## src/rtl/prog_sequencer.sv

```systemverilog
// Run controller for ProgCtr: start/halt handshake, branch resolution via a target LUT, squash after taken branches.
// Optional return stack (Call/Ret/PcNow/StackErr) is compiled in when RET_STACK_EN is defined.
module prog_sequencer #(
    parameter int PC_W      = 10,
    parameter int LUT_DEPTH = 32,
    parameter int CNT_W     = 16,
    localparam int IDX_W    = $clog2(LUT_DEPTH)
) (
    input  logic             Clk,
    input  logic             Reset,
    input  logic             Start,
    input  logic             Halt,
    input  logic             BranchEn,
    input  logic             BranchIsRel,
    input  logic             BranchCond,
    input  logic             ALU_flag,
    input  logic [IDX_W-1:0] TargetIdx,
    input  logic             CfgWe,
    input  logic [IDX_W-1:0] CfgAddr,
    input  logic [PC_W-1:0]  CfgData,
`ifdef RET_STACK_EN
    input  logic             Call,
    input  logic             Ret,
    input  logic [PC_W-1:0]  PcNow,
    output logic             StackErr,
`endif
    output logic             PcStart,
    output logic             BranchAbs,
    output logic             BranchRel,
    output logic             Decision,
    output logic [PC_W-1:0]  Target,
    output logic             InstrKill,
    output logic             Done,
    output logic [CNT_W-1:0] CycleCount
);

    typedef enum logic [1:0] {IDLE, RUN, FLUSH, HALT} state_t;

    state_t          state;
    logic [PC_W-1:0] lut [LUT_DEPTH];
    logic            restart;

`ifdef RET_STACK_EN
    logic [PC_W-1:0] stack [4];
    logic [2:0]      sp;
    logic [1:0]      top_idx;
    logic            push, pop, err_set, err_q;

    assign top_idx  = sp[1:0] - 2'd1;
    assign StackErr = err_q;
`endif

    // Unreset storage; combinational read sees pre-write contents on a same-address write.
    always_ff @(posedge Clk) begin
        if (CfgWe) lut[CfgAddr] <= CfgData;
    end

    always_comb begin
        PcStart   = 1'b0;
        BranchAbs = 1'b0;
        BranchRel = 1'b0;
        Decision  = 1'b0;
        InstrKill = 1'b0;
        Done      = 1'b0;
        Target    = lut[TargetIdx];
        restart   = 1'b0;
`ifdef RET_STACK_EN
        push      = 1'b0;
        pop       = 1'b0;
        err_set   = 1'b0;
`endif
        case (state)
            IDLE: begin
                PcStart = 1'b1;
                Target  = '0;
                restart = Start;
            end
            RUN: begin
                if (!Halt) begin
`ifdef RET_STACK_EN
                    // Ret has priority over Call, Call over a plain branch; stack faults suppress the branch.
                    if (Ret) begin
                        if (sp == 3'd0) err_set = 1'b1;
                        else begin
                            pop       = 1'b1;
                            BranchAbs = 1'b1;
                            Decision  = 1'b1;
                            Target    = stack[top_idx];
                        end
                    end else if (Call) begin
                        if (sp == 3'd4) err_set = 1'b1;
                        else begin
                            push      = 1'b1;
                            BranchAbs = ~BranchIsRel;
                            BranchRel = BranchIsRel;
                            Decision  = 1'b1;
                        end
                    end else
`endif
                    begin
                        BranchAbs = BranchEn & ~BranchIsRel;
                        BranchRel = BranchEn & BranchIsRel;
                        Decision  = BranchEn & (~BranchCond | ALU_flag);
                    end
                end
            end
            FLUSH: InstrKill = 1'b1;
            HALT: begin
                Done    = 1'b1;
                PcStart = Start;
                restart = Start;
            end
            default: ;
        endcase
    end

    always_ff @(posedge Clk or negedge Reset) begin
        if (!Reset) begin
            state      <= IDLE;
            CycleCount <= '0;
        end else begin
            if (restart) begin
                state      <= RUN;
                CycleCount <= '0;
            end else if (state == RUN || state == FLUSH) begin
                if (CycleCount != '1) CycleCount <= CycleCount + CNT_W'(1);
                if (state == FLUSH)   state <= RUN;
                else if (Halt)        state <= HALT;
                else if (Decision)    state <= FLUSH;
            end
        end
    end

`ifdef RET_STACK_EN
    always_ff @(posedge Clk or negedge Reset) begin
        if (!Reset) begin
            sp    <= '0;
            err_q <= 1'b0;
        end else if (restart) begin
            sp    <= '0;
            err_q <= 1'b0;
        end else begin
            if (push)    sp    <= sp + 3'd1;
            if (pop)     sp    <= sp - 3'd1;
            if (err_set) err_q <= 1'b1;
        end
    end

    always_ff @(posedge Clk) begin
        if (push) stack[sp[1:0]] <= PcNow + PC_W'(1);
    end
`endif

endmodule

```

## config.mk

```make
export PLATFORM = sky130hd
export DESIGN_NAME = prog_sequencer
export DESIGN_NICKNAME = d
export VERILOG_FILES = /design/src/rtl/prog_sequencer.sv
export SDC_FILE = /design/constraint.sdc
export NUM_CORES = 1
export LEC_CHECK = 0
export ABC_CLOCK_PERIOD_IN_PS = 3750
export CORE_ASPECT_RATIO = 1.25
export CORE_MARGIN = 5
export CORE_UTILIZATION = 47
export DETAILED_ROUTE_END_ITERATION = 10
export REMOVE_ABC_BUFFERS = 1
export SETUP_SLACK_MARGIN = 0.3
export SKIP_LAST_GASP = 1
export SYNTH_ARGS = -nofsm -noshare
export SYNTH_HDL_FRONTEND = slang
export SYNTH_SLANG_ARGS = --single-unit
```

## constraint.sdc

```tcl
create_clock -name Clk -period 3.75 [get_ports Clk]
set_clock_uncertainty 0.15 [all_clocks]
set_input_delay 0.5625 -clock Clk [delete_from_list [all_inputs] [get_ports Clk]]
set_output_delay 0.5625 -clock Clk [all_outputs]
set_load 0.01 [all_outputs]
```

# Yosys cells after proc, flatten, opt, wreduce, memory -nomap -nowiden
# Memories as Yosys holds them, arrays and structs flattened.
# Index checks and enable logic that the tools add are counted.
# classes
addsub,1
eq_ne,4
muxes,21
bitwise_logic,6
n_reduce_logical,8
# ops
operator,count
$mux W16,3
$add A16 B1 Y16 const B,1
$ne A16 B16 Y1 const B,1
$mux W1,11
$mux W10,1
$mux W2,5
$eq A2 B2 Y1 const B,2
$reduce_and A2 Y1,2
$reduce_bool A2 Y1,2
$reduce_bool A4 Y1,1
$and A1 B1 Y1,3
$eq A2 B1 Y1 const B,1
$logic_not A2 Y1,1
$not A1 Y1,2
$pmux W1 S2,1
$reduce_or A2 Y1,1
$logic_or A1 B1 Y1,1
$or A1 B1 Y1,1
# totals
reg_bits,18
ramBits,320
wordCells,43
mem_count,1
# mem_list
memory,depth,width,rd,rd_clocked_by_memory_dff,wr,line_no,source
lut,32,10,1,0,1,40,logic [PC_W-1:0] lut [LUT_DEPTH];

# Logic depth before layout (Yosys ltp)
# Gate-level depths: netlist of the first run.
# depth
depth_word,10
depth_mapped,8
mapped_depth_nobuf,6

# Least setup slack after synthesis of the first run
# Ideal clock, no wire load.
# synth_path
path_type,input -> output
startpoint,input TargetIdx[1]
endpoint,output Target[0]
arrival_time_ps,1793
path_slack_ps,1245
stages,6
path_buffers,2
path_cell_list,buf_6 > buf_12 > mux4_1 > mux2_2 > nand2_1 > a31oi_1
# synth_between
elab_chain_cells,2
# synth_lines
item,line_no,source
from (decl),17,"input logic [IDX_W-1:0] TargetIdx,"
$mem_v2 Z32 W10,--,
$mux W10,72,case (state)
to (decl),31,"output logic [PC_W-1:0] Target,"
# No other way between the ends.

# Final worst setup path of the first run
# layout_path
startpoint,input TargetIdx[1]
endpoint,output Target[9]
# Same word-level chain as after synthesis.

==> qor_table.md, run 1 <==
| Group | Metric | Value |
|:---|:---|:---|
| power | Worst VDD drop | 419 uV |
| clocking | CTS H-tree lvls | 2 |
| clocking | Root buf cell | sky130_fd_sc_hd__clkbuf_16 |
| floorplanning | Die Width | 163 um |
| timing | Max transition margin | 0.427 |
| timing | Count of pins over their slew limit | 0 |
| critical path | Crit path max fanout | 13 |
| timing | Minimum clock period after layout | 3.42 ns |
| placed design | Placed Area | 15200 sq um |
| floorplanning | Cell row count | 70 |
| global routing | First-pass GRT wire length | 45.1 mm |
| timing | Total of endpoints with negative setup slack in the final report | 0 |
| worst hold path | WHS Path Cells | 1 |
| critical path | Kind of critical path | input port to primary output |
| placed design | Placer's final routability congestion estimate | 0.808 |
| floorplanning | Area enclosed by the die boundary | 32800 sq um |
| synth | FF+latch count, synth | 338 |
| timing | Maximum operating frequency | 0.292 GHz |
| global routing | Congestion Overflow GR | 0 |
| critical path | Crit start category | input port |
| clocking | CTS buffer count | 34 |
| outcome | Status | finished clean |
| timing | Final hold violations | 0 |
| synth | Commonest register cell after synthesis | sky130_fd_sc_hd__edfxtp_1 |
| synth | Post-synth EDFFs | 320 |
| clocking | CTS max path bufs | 3 |
| timing | Slew at the pin closest to its max-slew limit | 0.857 ns |
| critical path | Crit path capture type | primary output |
| critical path | Required time of the critical path | 3.04 ns |
| global routing | Vias in the first global route | 7349 |
| finish | Synthesis-to-finish area growth | 19.0% |
| timing | Final sum of negative setup slack | 0 ns |
| finish | Share of cells above drive strength 1 | 0.236 |
| clocking | CTS tree | yes |
| synth | Post-Synthesis Mean Instance Area | 19.9 sq um |
| synth | Count of cell types in the netlist | 48 |
| synth | Post-synth top area share | 0.698 |
| power | Total leakage power | 5.53 nW |
| routing | Total Routed Length | 29.7 mm |
| routing | Average routed wire per standard cell | 23.9 um |
| critical path | Worst r2r src | state[1] |
| finish | Total inserted antenna cells | 0 |
| global routing | Number of antenna violations at the first check in global routing | 0 |
| flow run | Count of maximum capacitance violations | 0 |
| synth | Async SR Flop Fraction | 0.0533 |
| synth | Count of synthesis-stage warnings from yosys | 0 |
| synth | Synth area leader | sky130_fd_sc_hd__edfxtp_1 |
| finish | Final standard cell utilization of the core | 0.563 |
| synth | Synthesized area | 13800 sq um |
| routing | Violation count after the first detailed-routing iteration | 566 |
| critical path | R2R Setup Slk | 1.28 ns |
| routing | Via count | 7002 |
| timing | Worst hold slack across all endpoints | 0.385 ns |
| routing | Number of remaining DRC errors | 0 |
| clocking | Hold-fix buffers, CTS | 0 |
| routing | Number of routed nets with antenna violations | 0 |
| timing | Unrepaired setup endpoints after global routing | true |
| routing | First-pass detailed-route iteration total | 5 |
| clocking | Reg clk slew, reported paths | 0.06 ns |
| worst hold path | Hold worst-path end | CycleCount[0] |
| floorplanning | Effective utilization at floorplan | 0.473 |
| timing | Ratio of final minimum period to clock period | 0.913 |
| global routing | GRT Total Usage | 0.183 |
| placed design | Port-buffer cells | 60 |
| placed design | Half-perimeter wire length of the detailed placement result | 19.1 mm |
| global routing | Largest net degree at the start of global routing | 33 |
| synth | Post-synthesis sequential area ratio | 0.731 |
| worst hold path | Worst hold path startpoint | CycleCount[0] |
| clocking | Clock latency of the later-clocked register in the worst-skew pair | 0.50 ns |
| floorplanning | CORE AREA | 29100 sq um |
| finish | Final nets | 859 |
| floorplanning | I/O pin count | 61 |
| critical path | RR Endpoint | CycleCount[11] |
| critical path | Count of cells along the worst register-to-register path | 8 |
| critical path | Worst Path Arrival | 2.71 ns |
| placed design | Number of placed instances, taps included | 1177 |
| synth | Post-synthesis instance total | 690 |
| routing | Routed via count divided by cell count | 5.63 |
| clocking | Count of clock tree sinks | 338 |
| finish | Fin cells | 1244 |
| worst hold path | Worst hold path class | flop to flop |
| power | PwrDens | 515 nW/um^2 |
| synth | Main area contributors after synthesis | sky130_fd_sc_hd__edfxtp_1, sky130_fd_sc_hd__mux4_2, sky130_fd_sc_hd__mux4_1 |
| finish | Number of filler instances in the final layout | 2251 |
| floorplanning | Die span in y | 201 um |
| finish | Area of all placed cells without fillers | 16400 sq um |
-- cells in the mapped netlist (all sizes together), types with 9 or more instances --
master	number
nor2	45
a21oi	10
buf	29
mux4	80
a31oi	9
mux2i	31
inv	9
nand2	30
nand3	10
dfrtp	18
edfxtp	320
-- flip-flops by register name, indices dropped and copies added (netlist names) --
register / count
state: 2
CycleCount: 16
lut: 320
-- cell usage in the layout (no fill, tap or decap), drive strengths merged, types with 4 or more instances in the layout --
| cell type | count |
|---|---|
| a21oi | 10 |
| a221o | 8 |
| a22oi | 8 |
| a31oi | 9 |
| and3 | 5 |
| buf | 78 |
| bufinv | 4 |
| clkbuf | 42 |
| clkdlybuf4s50 | 55 |
| clkinv | 13 |
| dfrtp | 18 |
| edfxtp | 320 |
| ha | 5 |
| inv | 9 |
| mux2 | 8 |
| mux2i | 31 |
| mux4 | 80 |
| nand2 | 30 |
| nand2b | 5 |
| nand3 | 10 |
| nand3b | 8 |
| nand4 | 7 |
| nor2 | 45 |
| nor2b | 4 |
| o21ai | 4 |
-- per-layer routing --
metal  track usage  up-vias  part of all wire
met5             0        -                 0
met4        0.0482        0             0.020
met3        0.0301       34             0.049
met2         0.310      205              0.51
met1         0.247     3640              0.42
li1              -     3123                 -
-- how the worst max path moves through the flow --
stage / startpoint / to / slack (ns) / cells past startpoint
after global placement: TargetIdx[0] / Target[3] / 0.08 / 7
final: TargetIdx[1] / Target[9] / 0.33 / 8
after detailed placement: TargetIdx[0] / Target[3] / 0.11 / 7
after global routing: TargetIdx[1] / Target[7] / 0.25 / 8
after floorplan: state[1] / CycleCount[11] / 1.37 / 6
after CTS: TargetIdx[0] / Target[3] / 0.30 / 7
-- kinds of logic after synthesis --
group,synth area share
compound gates,0.0312
buf+inv,0.0229
simple gates,0.0434
fa+ha+maj,0.00455
flops,0.731
mux,0.167
-- where the power goes --
part           total [mW]  switching, mW  internal [mW]
combinational       0.911          0.497          0.414
sequential           4.25         0.0437           4.20
clock                3.28           1.33           1.95
-- through the flow --
step,power [mW],worst slack (ns)
after global placement,5.20,0.0809
after detailed placement,5.23,0.105
after global routing,8.78,0.247
after floorplan,4.73,1.37
after CTS,8.51,0.303
final,8.44,0.328
-- timing repair --
| item | CTS | global route |
|---|---|---|
| endpoints found under the hold margin | 0 | 0 |
| gates resized for setup | 3 | 12 |
| buffers inserted | 0 | 7 |
| gates cloned | 0 | 1 |
| setup endpoints to repair | 9 | 8 |
-- final cells by class --
| class | instances | area, sq um | area share |
|---|---|---|---|
| repair buffers | 136 | 1290 | 0.0787 |
| clock buffers | 41 | 877 | 0.0535 |
| multi-input cells | 306 | 3420 | 0.209 |
| flip-flops and latches | 338 | 10100 | 0.614 |
| well taps | 396 | 495 | 0.0302 |
| inverters | 9 | 33.8 | 0.00206 |
| clock inverters | 18 | 203 | 0.0124 |
-- critical path: stages --
cell                              delay [ns]
sky130_fd_sc_hd__buf_6                  0.16
sky130_fd_sc_hd__buf_12                 0.17
sky130_fd_sc_hd__buf_4                  0.13
sky130_fd_sc_hd__mux4_2                 0.33
sky130_fd_sc_hd__mux2i_1                0.11
sky130_fd_sc_hd__a221o_1                0.34
sky130_fd_sc_hd__a31oi_1                0.27
sky130_fd_sc_hd__clkdlybuf4s50_1        0.61
No activity file was read; power rests on OpenSTA's default activity.
==> inputs of run 2 (changes only) <==
CAP_MARGIN = 20   (was unset)
==> results of run 2 <==
No change in the layout: final DEF, timing and power equal those of run 1.
